$ cat config.mk
export PLATFORM = sky130hd
export DESIGN_NAME = led_panel_capture
export DESIGN_NICKNAME = d
export VERILOG_FILES = /design/src/rtl/led_panel_pkg.sv /design/src/rtl/led_panel_sync.sv /design/src/rtl/led_panel_capture.sv
export SDC_FILE = /design/constraint.sdc
export NUM_CORES = 1
export LEC_CHECK = 0
export ABC_CLOCK_PERIOD_IN_PS = 2050
export BUFFER_PORTS_ARGS = -buffer_cell sky130_fd_sc_hd__buf_4
export CAP_MARGIN = 20
export CORE_MARGIN = 2
export CORE_UTILIZATION = 35
export CTS_CLUSTER_DIAMETER = 100
export DETAILED_ROUTE_END_ITERATION = 8
export HOLD_SLACK_MARGIN = 0.03
export SLEW_MARGIN = 25
export SYNTH_ARGS = -nofsm -noshare
export SYNTH_HDL_FRONTEND = slang
export SYNTH_SLANG_ARGS = --single-unit
$ cat constraint.sdc
create_clock -name i_clock -period 2.05 [get_ports i_clock]
set_input_delay 0.205 -clock i_clock [delete_from_list [all_inputs] [get_ports i_clock]]
set_output_delay 0.205 -clock i_clock [all_outputs]
set_load 0.05 [all_outputs]
$ cat src/rtl/led_panel_pkg.sv
// led_panel_pkg: shared constants and types for the LED panel capture block.
package led_panel_pkg;

  localparam int RGB_W = 3;
  localparam int PX_W  = 2 * RGB_W;
  localparam int ERR_W = 3;

  // Emitter states
  localparam logic [0:0] S_IDLE  = 1'b0;
  localparam logic [0:0] S_DRAIN = 1'b1;

  // Bit positions inside o_err
  localparam int ERR_LENGTH    = 0;
  localparam int ERR_UNBLANKED = 1;
  localparam int ERR_OVERFLOW  = 2;

  typedef logic [RGB_W-1:0] rgb_t;

  typedef struct packed {
    rgb_t rgb_1;
    rgb_t rgb_0;
  } px_t;

endpackage

$ cat src/rtl/led_panel_sync.sv
// led_panel_sync: N-stage synchroniser for a bundle of panel signals. The low
// EDGE_W bits also get a rising-edge strobe; the remaining bits are a plain
// delay that stays cycle-aligned with the strobed bits.
module led_panel_sync #(
  parameter int W      = 4,
  parameter int EDGE_W = 1,
  parameter int STAGES = 2
) (
  input  logic              i_clock,
  input  logic              i_reset_n,
  input  logic [W-1:0]      d,
  output logic [W-1:EDGE_W] q_data,
  output logic [EDGE_W-1:0] rise
);

  logic [W-1:0]      stage_q [STAGES];
  logic [EDGE_W-1:0] prev_q;

  // Shift the whole bundle through identical flop chains, remember last edge bits
  always_ff @(posedge i_clock) begin
    if (!i_reset_n) begin
      for (int i = 0; i < STAGES; i++) stage_q[i] <= '0;
      prev_q <= '0;
    end else begin
      stage_q[0] <= d;
      for (int i = 1; i < STAGES; i++) stage_q[i] <= stage_q[i-1];
      prev_q <= stage_q[STAGES-1][EDGE_W-1:0];
    end
  end

  assign q_data = stage_q[STAGES-1][W-1:EDGE_W];
  assign rise   = stage_q[STAGES-1][EDGE_W-1:0] & ~prev_q;

endmodule

$ cat src/rtl/led_panel_capture.sv
// led_panel_capture: virtual LED panel. Snoops the panel PMOD lines, rebuilds
// each latched row and replays it as a valid/ready pixel stream, flagging
// length, unblanked-latch and overflow errors.
// Optional: define LED_PANEL_CAPTURE_STATS_EN to add saturating o_rows_ok and
// o_err_count counters.
module led_panel_capture
  import led_panel_pkg::*;
#(
  parameter int WIDTH       = 32,
  parameter int ROW_BITS    = 3,
  parameter int ROW_OFFSET  = 1,
  parameter int SYNC_STAGES = 2
) (
  input  logic                     i_clock,
  input  logic                     i_reset_n,
`ifdef LED_PANEL_CAPTURE_STATS_EN
  output logic [15:0]              o_rows_ok,
  output logic [15:0]              o_err_count,
`endif
  input  logic                     i_lp_clock,
  input  logic                     i_lp_latch,
  input  logic                     i_lp_blank,
  input  logic [RGB_W-1:0]         i_lp_rgb_0,
  input  logic [RGB_W-1:0]         i_lp_rgb_1,
  input  logic [ROW_BITS-1:0]      i_lp_address,
  output logic                     o_px_valid,
  input  logic                     i_px_ready,
  output logic [ROW_BITS-1:0]      o_px_row,
  output logic [$clog2(WIDTH)-1:0] o_px_col,
  output logic [RGB_W-1:0]         o_px_rgb_0,
  output logic [RGB_W-1:0]         o_px_rgb_1,
  output logic                     o_frame_done,
  output logic [ERR_W-1:0]         o_err
);

  localparam int COL_W  = $clog2(WIDTH);
  localparam int CNT_W  = $clog2(WIDTH + 2);
  localparam int DATA_W = ROW_BITS + 1 + PX_W;
  localparam int BUS_W  = DATA_W + 2;

  localparam logic [CNT_W-1:0]    CNT_FULL = CNT_W'(WIDTH);
  localparam logic [CNT_W-1:0]    CNT_MAX  = CNT_W'(WIDTH + 1);
  localparam logic [COL_W-1:0]    COL_LAST = COL_W'(WIDTH - 1);
  localparam logic [ROW_BITS-1:0] ROW_LAST = '1;
  localparam logic [ROW_BITS-1:0] ROW_ADD  = ROW_BITS'(ROW_OFFSET);

  // ---- synchronised panel lines: bit 0 = clock, bit 1 = latch ----
  logic [DATA_W-1:0]   data_s;
  logic [1:0]          rise_s;
  logic                clk_rise;
  logic                latch_rise;
  logic [ROW_BITS-1:0] addr_s;
  logic                blank_s;
  px_t                 px_in;

  led_panel_sync #(
    .W      (BUS_W),
    .EDGE_W (2),
    .STAGES (SYNC_STAGES)
  ) u_sync (
    .i_clock   (i_clock),
    .i_reset_n (i_reset_n),
    .d         ({i_lp_address, i_lp_blank, i_lp_rgb_1, i_lp_rgb_0, i_lp_latch, i_lp_clock}),
    .q_data    (data_s),
    .rise      (rise_s)
  );

  assign clk_rise   = rise_s[0];
  assign latch_rise = rise_s[1];
  assign addr_s     = data_s[DATA_W-1 -: ROW_BITS];
  assign blank_s    = data_s[PX_W];
  assign px_in      = data_s[PX_W-1:0];

  // ---- capture state ----
  px_t                 shift_q    [WIDTH];
  px_t                 shift_next [WIDTH];
  px_t                 hold_q     [WIDTH];
  logic [CNT_W-1:0]    cnt_q;
  logic [CNT_W-1:0]    cnt_next;
  logic [ERR_W-1:0]    err_next;
  logic                accept;
  logic [0:0]          state_q;
  logic [COL_W-1:0]    col_q;
  logic [ROW_BITS-1:0] row_q;

  // Apply a panel clock edge first so a same-cycle latch sees the updated count
  always_comb begin
    shift_next = shift_q;
    cnt_next   = cnt_q;
    if (clk_rise) begin
      shift_next[0] = px_in;
      for (int i = 1; i < WIDTH; i++) shift_next[i] = shift_q[i-1];
      if (cnt_q != CNT_MAX) cnt_next = cnt_q + CNT_W'(1);
    end
  end

  // Latch decision: a wrong length wins over a busy emitter; blank is judged separately
  always_comb begin
    err_next = '0;
    accept   = 1'b0;
    if (latch_rise) begin
      if (cnt_next != CNT_FULL)  err_next[ERR_LENGTH]   = 1'b1;
      else if (state_q != S_IDLE) err_next[ERR_OVERFLOW] = 1'b1;
      else                        accept                 = 1'b1;
      if (!blank_s) err_next[ERR_UNBLANKED] = 1'b1;
    end
  end

  // Shift register, column count and hold buffer
  always_ff @(posedge i_clock) begin
    if (!i_reset_n) begin
      for (int i = 0; i < WIDTH; i++) begin
        shift_q[i] <= '0;
        hold_q[i]  <= '0;
      end
      cnt_q <= '0;
      o_err <= '0;
    end else begin
      shift_q <= shift_next;
      cnt_q   <= latch_rise ? '0 : cnt_next;
      o_err   <= err_next;
      if (accept) hold_q <= shift_next;
    end
  end

  // Emitter FSM: replay the hold buffer column by column under backpressure
  always_ff @(posedge i_clock) begin
    if (!i_reset_n) begin
      state_q <= S_IDLE;
      col_q   <= '0;
      row_q   <= '0;
    end else begin
      case (state_q)
        S_IDLE: begin
          if (accept) begin
            state_q <= S_DRAIN;
            col_q   <= '0;
            row_q   <= addr_s + ROW_ADD;
          end
        end
        default: begin
          if (i_px_ready) begin
            if (col_q == COL_LAST) state_q <= S_IDLE;
            else                   col_q   <= col_q + COL_W'(1);
          end
        end
      endcase
    end
  end

  assign o_px_valid   = (state_q == S_DRAIN);
  assign o_px_col     = col_q;
  assign o_px_row     = row_q;
  assign o_px_rgb_0   = hold_q[col_q].rgb_0;
  assign o_px_rgb_1   = hold_q[col_q].rgb_1;
  assign o_frame_done = o_px_valid && i_px_ready && (col_q == COL_LAST) && (row_q == ROW_LAST);

`ifdef LED_PANEL_CAPTURE_STATS_EN
  function automatic logic [15:0] sat_add16(input logic [15:0] a, input logic [1:0] b);
    logic [16:0] sum;
    sum = {1'b0, a} + {15'd0, b};
    return sum[16] ? 16'hFFFF : sum[15:0];
  endfunction

  logic [1:0] err_num;
  assign err_num = {1'b0, err_next[ERR_LENGTH]} + {1'b0, err_next[ERR_UNBLANKED]}
                 + {1'b0, err_next[ERR_OVERFLOW]};

  // Saturating health counters
  always_ff @(posedge i_clock) begin
    if (!i_reset_n) begin
      o_rows_ok   <= '0;
      o_err_count <= '0;
    end else begin
      o_rows_ok   <= sat_add16(o_rows_ok, {1'b0, accept});
      o_err_count <= sat_add16(o_err_count, err_num);
    end
  end
`endif

endmodule

# Word-level counts from Yosys, hierarchy flattened
# Memories as Yosys holds them, arrays and structs flattened.
# Cells that the tools add are included.
classes:
  reduce_logical: 9
  eq_ne: 6
  n_lt_le_gt_ge: 1
  n_addsub: 3
  n_bitwise: 8
  muxes: 24
op_table:
  columns: ["operator", "count"]
  rows:
  - ["two-way mux 192 bit", 1]
  - ["binary-select mux 6 bit (select 5 bit)", 1]
  - ["two-way mux 12 bit", 2]
  - ["two-way mux 6 bit", 4]
  - ["two-way mux 5 bit", 4]
  - ["two-way mux 1 bit", 12]
  - ["!= test 6 bit, second input constant", 2]
  - ["adder 6 x 1 -> 6 bit, second input constant", 1]
  - [">= comparator 6 bit, second input constant", 1]
  - ["inverter 5 -> 6 bit", 1]
  - ["adder 5 x 1 -> 5 bit, second input constant", 1]
  - ["equality test 5 bit, second input constant", 1]
  - ["!= test 2 bit, second input constant", 2]
  - ["AND reduction 2 bit", 2]
  - ["adder 3 x 1 -> 3 bit, second input constant", 1]
  - ["equality test 3 bit, second input constant", 1]
  - ["logical AND 1 bit", 3]
  - ["inverter 1 bit", 3]
  - ["AND reduction 3 bit", 1]
  - ["OR reduction 3 bit", 1]
  - ["bitwise AND 2 bit", 1]
  - ["inverter 2 bit", 1]
  - ["OR 1 bit", 2]
  - ["nonzero test 2 bit", 1]
  - ["OR reduction 2 bit", 1]
totals:
  elab_cells: 187
  ramBits: 24
  output_inout_bits: 19
  inputBits: 15
  regBits: 404
  n_memories: 1
memory_table:
  columns: ["memory", "depth", "width", "read_ports", "rd_clocked_by_memory_dff", "wr", "line", "rtl"]
  rows:
  - ["u_sync.stage_q", 2, 12, 2, 0, 2, "led_panel_sync.sv:16", "logic [W-1:0] stage_q [STAGES];"]

# Logic depth before layout (Yosys ltp)
# Gate-level depths: netlist of the first run.
logic_depth:
  ltp_word: 8
  depth_mapped: 11
  ltp_nobuf: 7

# Cells and area by module
# Synthesis of the first run repeated with hierarchy kept, for this count alone.
hier_totals:
  hier_cells: 1492
  area_unflattened_um2: 17996.0
modules_own_cells:
  columns: ["module", "cells_each", "instances", "seq_area_each_um2", "area_each_um2"]
  rows:
  - ["led_panel_capture", 1426, 1, 8047.7, 17177.7]
  - ["led_panel_sync", 66, 1, 520.5, 818.3]

# Worst setup path after synthesis of the first run
# Ideal clock, no wire load.
synth_path:
  kind: "reg-to-output"
  start: "register col_q[0] (netlist: o_px_col[0])"
  end: "output port o_px_rgb_1[1]"
  path_stages_with_launch: 7
  t_required_ns: 1.845
  path_slack_ns: -1.280
  arrival_ns: 3.125
  path_buffers: 3
  path_cell_list: "dfxtp_1 buf_2 buf_2 buf_2 mux4_2 mux2i_1 a221oi_1"
synth_via:
  elab_chain_len: 4
synth_rtl:
  columns: ["element", "line", "rtl"]
  rows:
  - ["from (decl)", "led_panel_capture.sv:83", "logic [COL_W-1:0] col_q;"]
  - ["from (signal assigned)", "led_panel_capture.sv:144", "else col_q <= col_q + COL_W'(1);"]
  - ["inverter 5 -> 6 bit (implied by the code)", "led_panel_capture.sv:155", "assign o_px_rgb_1 = hold_q[col_q].rgb_1;"]
  - ["binary-select mux 6 bit (select 5 bit)", "led_panel_capture.sv:155", null]
  - ["two-way mux 6 bit (implied by the code) (2 in a row)", "led_panel_capture.sv:155", null]
  - ["to (decl)", "led_panel_capture.sv:31", "output logic [RGB_W-1:0] o_px_rgb_1,"]
# Every way passes these cells. The select of a mux whose other input is x is not followed.

# Worst setup path in the final report of the first run
layout_path:
  start: "register col_q[0] (netlist: o_px_col[0])"
  end: "output port o_px_rgb_1[2]"
# The elaborated chain is that of the path after synthesis.

==> results of run 1 <==
## report_power, final
part / switching (uW) / total, uW / internal, uW / leakage, uW
clock network: 3310 / 8080 / 4770 / 0.000723
registers: 11.9 / 8350 / 8340 / 0.00345
logic: 467 / 692 / 226 / 0.00333
## logic make-up after synthesis
family	count (synthesis)	synth area share, %
AOI/OAI and AO/OA	409	15.1
xor gates and xnor gates	8	0.405
adders and majority gates	5	0.362
buffers and inverters	196	4.56
DFF	428	49.6
muxes	76	7.87
and+or+nand+nor	853	22.2
## state kept, by name, indices dropped and copies added, names as in the netlist
name	cells
cnt_q	6
hold_q	192
o_err	3
o_px_col	5
o_px_row	3
o_px_valid	1
shift_q	192
u_sync.prev_q	2
u_sync.stage_q	24
## per-layer routing
layer  up-vias  wire (um)  track usage [%]
li1       6940          -                -
met1      7115      21100             21.3
met2       337      22600             27.8
met3        75       2180             2.82
met4         0       1200             5.69
met5         -          0                0
## through the flow
stage               util, %  setup TNS, ns  instance area, um^2  cells  total power (uW)
floorplan                 -         -0.400                17500   1975              8940
detailed placement     38.5         -0.498                18800   2552              9200
global route           45.8         -22.29                22400   2707             17700
global placement       38.5         -0.405                18800   2552              9190
CTS                    42.5          -3.80                20800   2660             17300
finish                 45.8          -9.66                22400   2707             17100
## synth_stat cells (all sizes together), types with 2 or more instances
| cell type | number | share of area (%) |
|---|---|---|
| and2 | 28 | 1.0 |
| a21boi | 193 | 8.4 |
| nand2b | 4 | 0.14 |
| inv | 2 | 0.043 |
| buf | 22 | 0.71 |
| nand3 | 8 | 0.23 |
| mux2i | 28 | 1.6 |
| nand3b | 4 | 0.17 |
| nor2 | 12 | 0.26 |
| a22o | 6 | 0.30 |
| o21ai | 194 | 5.6 |
| a21oi | 2 | 0.12 |
| a211oi | 2 | 0.087 |
| and3 | 3 | 0.11 |
| nor2b | 3 | 0.11 |
| and3b | 2 | 0.10 |
| ha | 5 | 0.36 |
| xnor2 | 3 | 0.15 |
| a221oi | 6 | 0.30 |
| mux4 | 48 | 6.3 |
| clkbuf | 172 | 3.8 |
| xor2 | 5 | 0.25 |
| nand4 | 194 | 7.0 |
| o22ai | 3 | 0.11 |
| dfxtp | 428 | 50 |
| nand2 | 591 | 13 |
## worst reg2reg max path, cell delays in order (launching register included)
cell and delay, ns:
dfxtp_2 0.33, inv_2 0.04, ha_4 0.14, and3b_2 0.21
a21oi_4 0.17, mux2i_4 0.28, and3_4 0.28, buf_6 0.13
buf_12 0.16, buf_12 0.13, buf_16 0.13, o21ai_2 0.06
## final cells by class
cell class / count / area (um^2) / share of cell area [%]
clock buffer: 69 / 1350 / 6.03
inverter: 2 / 7.51 / 0.0336
tap: 664 / 831 / 3.71
clock inverter: 11 / 109 / 0.486
timing repair buffer: 182 / 2740 / 12.3
multi-input combinational: 1351 / 8760 / 39.1
sequential: 428 / 8580 / 38.3
## final timing paths
| kind | to | slack [ns] | startpoint | depth (start not counted) |
|---|---|---|---|---|
| max | o_px_rgb_1[2] | -0.57 | o_px_col[0] | 7 |
| min | o_err[1] | 0.38 | u_sync.stage_q[0][20] | 1 |
| max reg2reg | hold_q[100] | -0.11 | cnt_q[1] | 11 |
| min reg2reg | o_err[1] | 0.38 | u_sync.stage_q[0][20] | 1 |
## timing repair
action | 4_1_cts | 5_1_grt
endpoints found under the setup margin | 29 | 183
buffers inserted | 12 | 14
gates cloned | 3 | 35
pin swaps | 8 | 148
hold endpoints to repair | 35 | 0
hold buffers | 14 | 0
gates resized for setup | 31 | 361
==> flow_summary.ini, run 1 <==
[status]
status = complete, but fails checks
violations = setup timing

[sta]
fin_crit_ns = 2.62
final-hold-violation-count = 0
maxSlewViolCount = 0
finalCritPeriodShare_pct = 128
setup_viol = 149
rsz0062_at_grt = true
worstMarginPinSlew_ns = 0.856
max_slew_margin_pct = 42.9
whs_ns = 0.384
fmax_ghz = 0.381
fin_skew_ns = 0.0167
setup_slack_ns = -0.574

[final_layout]
num_antenna_cells = 0
layout_common_cells = nand2_1, dfxtp_1, nand4_1
fin_nets = 2030
drive_above_1_share_pct = 22.7
final_common_cell = nand2_1
area_growth_pct = 29.4
n_fill_cell = 4557

[critical_path]
cp_slowest_cell = mux4_2
endpoint_kind = output pin
critPathMaxStageDelay_ns = 0.51
setup.worst_path.class = register to output pin
start_kind = register
worstPathCellList = buf_12 > buf_12 > mux4_2 > mux2i_1 > a22o_1 > a221oi_4 > buf_6
required_ns = 1.85
worstPathArrival_ns = 2.42
cp_max_fo = 8
crit_top_cell = buf_12
crit_buf_inv = 3
cp_top_family = multiplexers

[placement]
dp.final_hpwl_um = 24500
place_congestion = 0.754
portBuffers = 33
pre_cts_ws_ns = -0.121

[detailed_routing]
vias_per_cell = 5.34
firstDrtPassIters = 5
drcViolationCount = 0
wirelength_um = 47100
num_vias = 14500
detail-route-antenna-nets = 0
drt_iter0_markers = 1013
wire_per_inst_um = 17.4

[yosys]
ys_types = 39
syn_inst = 1975
yosysSeqAreaShare_pct = 49.6
synthFlopType = dfxtp_1
synth_edf_count = 0
yosys_warnings = 0
syn_area_per_cell_um2 = 8.75
syn_nets = 1995
async_flop_share_pct = 0
ys_ff_latch = 428
syn_area_mm2 = 0.0173

[flow_run]
maxCapViolations = 0

[clocking]
cts.sinks = 428
htreeDepth = 2
cts_made_buffers = 45
clk_root_buffer_cell = clkbuf_16
clk_latency_ns = 0.57
clock_path_buffers = 3
clk_pin_slew_ns = 0.06
cts_tree = built

[global_routing]
grt_pass1_wl_um = 69600
antenna_found_initial = 0
grt_pass1_vias = 13500
grt_use_total_pct = 16.5
grt_start_max_net_pins = 118
gr-total-overflow = 0

[floorplanning]
initial_utilization_pct = 35.4
rows = 81
pin_count = 34
die_area_mm2 = 0.0512
dieHeight_um = 226
core_mm2 = 0.0488
die_x_um = 226

[power]
ir_worst_vdd_mv = 0.512
p_leak_uw = 0.00751
power.density_mw_per_mm2 = 765

[hold_path]
hp-class = register to register
(Power assumes the default switching activity.)
==> run 2: changes to the inputs <==
--- a/config.mk
+++ b/config.mk
@@ -12,6 +12,7 @@
 export CORE_UTILIZATION = 35
 export CTS_CLUSTER_DIAMETER = 100
 export DETAILED_ROUTE_END_ITERATION = 8
+export GPL_TIMING_DRIVEN = 0
 export HOLD_SLACK_MARGIN = 0.03
 export SLEW_MARGIN = 25
 export SYNTH_ARGS = -nofsm -noshare
==> run 2 against run 1 <==
Net effect:
- the flow still finishes with violations (setup timing)
- hold slack worse by 0.0086 ns
- utilization is 0.70 points higher
- worst setup slack worse by 0.18 ns
- sequential power barely moved
- global-route usage increased by 3.0 points
- cell area up 1.5%
- clock skew up 0.0093 ns
- first-iteration DRC count is 11% higher
- count of clock-buffer cells in the layout decreased by 1
- sequential share of layout area decreased by 0.55 points
- wire length rose by 6.6%
==> flow_summary.ini, run 2 (synthesized netlist as in run 1, its figures left out) <==
[power]
combPwrFrac_pct = 5.7
ir_worst_vdd_mv = 0.581
power.density_mw_per_mm2 = 772
p_leak_uw = 0.00779
swShare_pct = 22.6
p_int_uw = 13600
p_seq_share_pct = 47.6
power_uw = 17500
power_switching_uw = 3970
pwr-share-clk_pct = 46.7

[critical_path]
crit_top_cell = buf_12
cp.depth = 8
worstPathArrival_ns = 2.60
crit_buf_inv = 4
cp_top_family = buffers and inverters
worstRegToRegCells = 12
required_ns = 1.85
start_kind = register
setup.worst_path.class = register to output pin
critPathMaxStageDelay_ns = 0.37
cp_slowest_cell = mux4_2
worstPathCellList = buf_8 > buf_12 > buf_12 > mux4_2 > mux2i_1 > a22o_1 > a221oi_4 > buf_6
cp_max_fo = 6
endpoint_kind = output pin

[sta]
max_slew_margin_pct = 42.0
setup_slack_ns = -0.753
final-hold-violation-count = 0
setup_viol = 199
fin_skew_ns = 0.0260
fin_crit_ns = 2.80
finalCritPeriodShare_pct = 137
rsz0062_at_grt = true
maxSlewViolCount = 0
worstMarginPinSlew_ns = 0.870
fmax_ghz = 0.357

[detailed_routing]
vias_per_cell = 5.23
met3_length_um = 2490
detail-route-antenna-nets = 0
wire_per_inst_um = 17.7
num_vias = 14900
drt_iter0_markers = 1123
wirelength_um = 50200
drcViolationCount = 0
topRoutingLayerUsed = met4
firstDrtPassIters = 5
dr_wl_met2_um = 23600
wl_met1_um = 22600

[placement]
pre_cts_ws_ns = -0.809
dp.final_hpwl_um = 32300
portBuffers = 32
place_congestion = 0.829
place_area_mm2 = 0.0186

[clocking]
cts_made_buffers = 46
clock_path_buffers = 3
clk_pin_slew_ns = 0.06
htreeDepth = 2
clk_latency_ns = 0.59
cts.sinks = 428
cts_tree = built
clk_root_buffer_cell = clkbuf_16

[final_layout]
final_common_cell = nand2_1
top_regs = hold_q: 192 flops, shift_q: 192 flops, u_sync.stage_q: 24 flops
post-route-util_pct = 46.5
area_growth_pct = 31.4
fin_nets = 2163
final_cell_area_mm2 = 0.0227
drive_above_1_share_pct = 22.9
layout_common_cells = nand2_1, dfxtp_1, nand4_1
num_antenna_cells = 0

[floorplanning]
initial_utilization_pct = 35.4
rows = 81
dieHeight_um = 226
die_area_mm2 = 0.0512
pin_count = 34
core_mm2 = 0.0488
die_x_um = 226

[global_routing]
grt_use_total_pct = 19.5
grt_start_max_net_pins = 14
grt_pass1_vias = 14300
antenna_found_initial = 0
grt_pass1_wl_um = 78100
gr-total-overflow = 0

[status]
status = complete, but fails checks
violations = setup timing

[hold_path]
hp-class = primary input to register
holdPathStages = 3

[flow_run]
maxCapViolations = 0
run 2: cell types whose count changed in the layout (fill, tap and decap cells not counted), moves of 10 or more:
cell | before | now
clkbuf_4 | 0 | 12
clkbuf_1 | 13 | 84
buf_6 | 18 | 28
buf_12 | 48 | 21
clkbuf_2 | 0 | 43
o21ai_0 | 17 | 1
buf_8 | 10 | 32
clkbuf_8 | 9 | 20
o21ai_1 | 36 | 88
o21ai_2 | 140 | 105
run 2: repair_timing:
item | 4_1_cts | 5_1_grt
hold buffers | 13 | 0
endpoints found under the setup margin | 390 | 218
endpoints found under the hold margin | 13 | 0
buffers inserted | 40 | 14
cloned | 32 | 4
gates resized for setup | 492 | 174
pin swaps | 87 | 47
run 2: power by group through the flow:
stage	logic [uW]	clock network (uW)	registers [uW]
5_1_grt	1060	8690	8350
2_1_floorplan	398	0	8540
3_3_place_gp	583	0	8540
6_report	1000	8180	8350
4_1_cts	949	8290	8350
3_5_place_dp	597	0	8540
run 2: path summary, 6_finish.rpt:
path	from	endpoint	slack, ns
hold / removal	i_lp_blank	u_sync.stage_q[0][8]	0.38
hold reg to reg	u_sync.stage_q[0][20]	o_err[1]	0.39
setup / recovery	o_px_col[0]	o_px_rgb_1[0]	-0.75
setup reg to reg	cnt_q[1]	hold_q[43]	-0.21
run 2: final cells by class:
cell class	count	area, um^2
clock buffers	68	1340
clock inverters	13	134
inverters	2	7.51
fillers	4608	26100
plain buffers	189	1560
repair buffers	125	1580
well taps	664	831
flip-flops and latches	428	8590
multi-input cells	1351	8670
run 2: through the flow:
stage	std cells	hold WS, ns	TNS (ns)
4_1_cts	2834	0.347	-35.13
6_report	2840	0.375	-30.11
2_1_floorplan	1975	0.332	-0.400
3_3_place_gp	2671	0.383	-212.62
3_5_place_dp	2671	0.388	-227.11
5_1_grt	2840	0.385	-49.63
run 2: worst reg2reg max path: cells and delay by family (launching register included):
family	cells	cell delay, ns
AND/OR/NAND/NOR	2	0.37
AO/OA/AOI/OAI	2	0.31
multiplexers	1	0.30
flip-flops	1	0.34
adder cells (fa/ha/maj)	1	0.14
buffers and inverters	6	0.73
run 2: routing by layer:
| layer | vias to the layer above | GRT usage [%] |
|---|---|---|
| li1 | 7221 | - |
| met1 | 7189 | 25.9 |
| met2 | 344 | 31.7 |
| met3 | 97 | 3.49 |
| met4 | 0 | 6.81 |
| met5 | - | 0 |
==> run 3: changes to the inputs <==
--- a/config.mk
+++ b/config.mk
@@ -14,6 +14,7 @@
 export DETAILED_ROUTE_END_ITERATION = 8
 export GPL_TIMING_DRIVEN = 0
 export HOLD_SLACK_MARGIN = 0.03
+export SETUP_SLACK_MARGIN = 0.3
 export SLEW_MARGIN = 25
 export SYNTH_ARGS = -nofsm -noshare
 export SYNTH_HDL_FRONTEND = slang
==> run 3 against run 2 <==
Net effect:
- the flow still finishes with violations (setup timing)
- first-iteration DRC count down 1.2%
- sequential power hardly changed
- hold slack improved by 0.014 ns
- final cell count rose by 0.60%
- combinational power about the same
- flip-flop and latch count stayed put
- worst setup slack better by 0.050 ns
- clock skew rose by 0.0037 ns
- global-route usage is 0.15 points lower
- count of clock-buffer cells in the layout fell by 2
- largest cell class unchanged
==> flow_summary.ini, run 3 (synthesized netlist as in run 1, its figures left out) <==
[sta]
setup_slack_ns = -0.703
finalCritPeriodShare_pct = 134
fin_crit_ns = 2.75
rsz0062_at_grt = true
final-hold-violation-count = 0
maxSlewViolCount = 0
worstMarginPinSlew_ns = 0.831
fin_skew_ns = 0.0297
setup_viol = 208
max_slew_margin_pct = 44.4
fmax_ghz = 0.363

[placement]
place_congestion = 0.805
dp.cells = 2671
dp.final_hpwl_um = 32200
portBuffers = 32

[hold_path]
holdPathEnd = o_err[1]
holdPathStages = 1
timing.hold.worst.start = u_sync.stage_q[0][20]
hp-class = register to register

[critical_path]
crit_top_cell = buf_12
cp_slowest_cell = mux4_2
reg2reg_to = hold_q[146]
worstRegToRegCells = 13
cp_max_fo = 7
rrSetupSlack_ns = -0.33
required_ns = 1.85
critPathMaxStageDelay_ns = 0.55
crit_buf_inv = 3
start_kind = register
worstPathCellList = buf_12 > buf_12 > mux4_2 > mux2i_1 > a22o_1 > a221oi_4 > buf_6
cp_top_family = multiplexers
endpoint_kind = output pin
rr_startpoint = cnt_q[1]
worstPathArrival_ns = 2.55
setup.worst_path.class = register to output pin

[detailed_routing]
firstDrtPassIters = 5
wire_per_inst_um = 17.3
detail-route-antenna-nets = 0
drt_iter0_markers = 1110
wirelength_um = 49400
num_vias = 14900
vias_per_cell = 5.21
drcViolationCount = 0

[clocking]
cts_tree = built
clk_latency_ns = 0.58
cts.sinks = 428
clock_path_buffers = 3
cts_made_buffers = 46
clk_root_buffer_cell = clkbuf_16
htreeDepth = 2
clk_pin_slew_ns = 0.07

[floorplanning]
pin_count = 34
initial_utilization_pct = 35.4
dieHeight_um = 226
die_area_mm2 = 0.0512
rows = 81
die_x_um = 226
core_mm2 = 0.0488

[global_routing]
antenna_found_initial = 0
grt_start_max_net_pins = 15
grt_use_total_pct = 19.3
grt_pass1_wl_um = 78400
grt_pass1_vias = 14400
gr-total-overflow = 0

[final_layout]
area_growth_pct = 33.4
instances_no_fill = 2857
n_fill_cell = 4520
top_regs = hold_q: 192 flops, shift_q: 192 flops, u_sync.stage_q: 24 flops
fin_nets = 2180
post-route-util_pct = 47.2
final_common_cell = nand2_1
layout_common_cells = nand2_1, dfxtp_1, nand4_1
drive_above_1_share_pct = 23.6
num_antenna_cells = 0

[power]
p_leak_uw = 0.00799
ir_worst_vdd_mv = 0.624
power.density_mw_per_mm2 = 783

[status]
status = complete, but fails checks
violations = setup timing

[flow_run]
maxCapViolations = 0
-- run 3: changes by cell type in the layout (fill, tap and decap cells not counted), moves of 4 or more --
cell and delta:
a21boi_0 -48, a21boi_1 +47, clkbuf_2 +11, buf_8 +10
buf_4 -8, clkbuf_4 -8, buf_2 +4, bufinv_16 +4
clkbuf_1 -4, clkbuf_8 +4, clkinv_2 -4
-- run 3: layer usage --
layer,global-route usage [%],vias to the layer above,wire length [um]
met5,0,-,0
met4,5.79,0,1410
met3,3.62,88,2700
met2,31.8,336,23200
met1,25.7,7187,22000
li1,-,7260,-
-- run 3: where the power goes --
group | internal [uW] | switching (uW) | total [uW]
combinational | 443 | 537 | 979
clock | 5280 | 3440 | 8730
sequential | 8340 | 12.4 | 8350
total | 14100 | 3990 | 18100
-- run 3: per-stage QoR --
stage / total power, uW / TNS, ns / setup slack (ns) / hold WS (ns) / instance area, um^2
after floorplan: 8930 / -0.373 / -0.0503 / 0.332 / 17600
after global placement: 9120 / -219.02 / -0.790 / 0.383 / 18600
after detailed placement: 9130 / -233.59 / -0.855 / 0.386 / 18600
after CTS: 18100 / -54.83 / -0.715 / 0.360 / 22300
after global routing: 18600 / -74.99 / -0.743 / 0.389 / 23100
final: 18100 / -56.27 / -0.703 / 0.389 / 23100
-- run 3: what timing repair did --
item,in CTS,in global routing
gates cloned,30,8
pin swaps,60,62
gates resized for setup,454,254
endpoints found under the hold margin,13,0
hold buffers,13,0
setup endpoints to repair,419,350
setup buffers,38,16
-- run 3: worst max path at each step --
stage,cells after the start,from,end,slack [ns]
2_1_floorplan,11,cnt_q[1],o_px_col[4],-0.05
3_3_place_gp,8,cnt_q[0],hold_q[100],-0.79
3_5_place_dp,6,i_reset_n,hold_q[182],-0.86
4_1_cts,7,o_px_col[0],o_px_rgb_1[1],-0.72
5_1_grt,7,o_px_col[0],o_px_rgb_0[2],-0.74
6_report,7,o_px_col[0],o_px_rgb_1[0],-0.70
-- run 3: cell type report --
| type | instances | area, um^2 | share of cell area (%) |
|---|---|---|---|
| clock buffer | 66 | 1340 | 5.80 |
| buffer | 194 | 1690 | 7.31 |
| timing repair buffer | 137 | 1740 | 7.56 |
| inverter | 2 | 7.51 | 0.0325 |
| clock inverter | 15 | 241 | 1.05 |
| multi-input combinational | 1351 | 8640 | 37.4 |
| sequential | 428 | 8590 | 37.2 |
| tap | 664 | 831 | 3.60 |
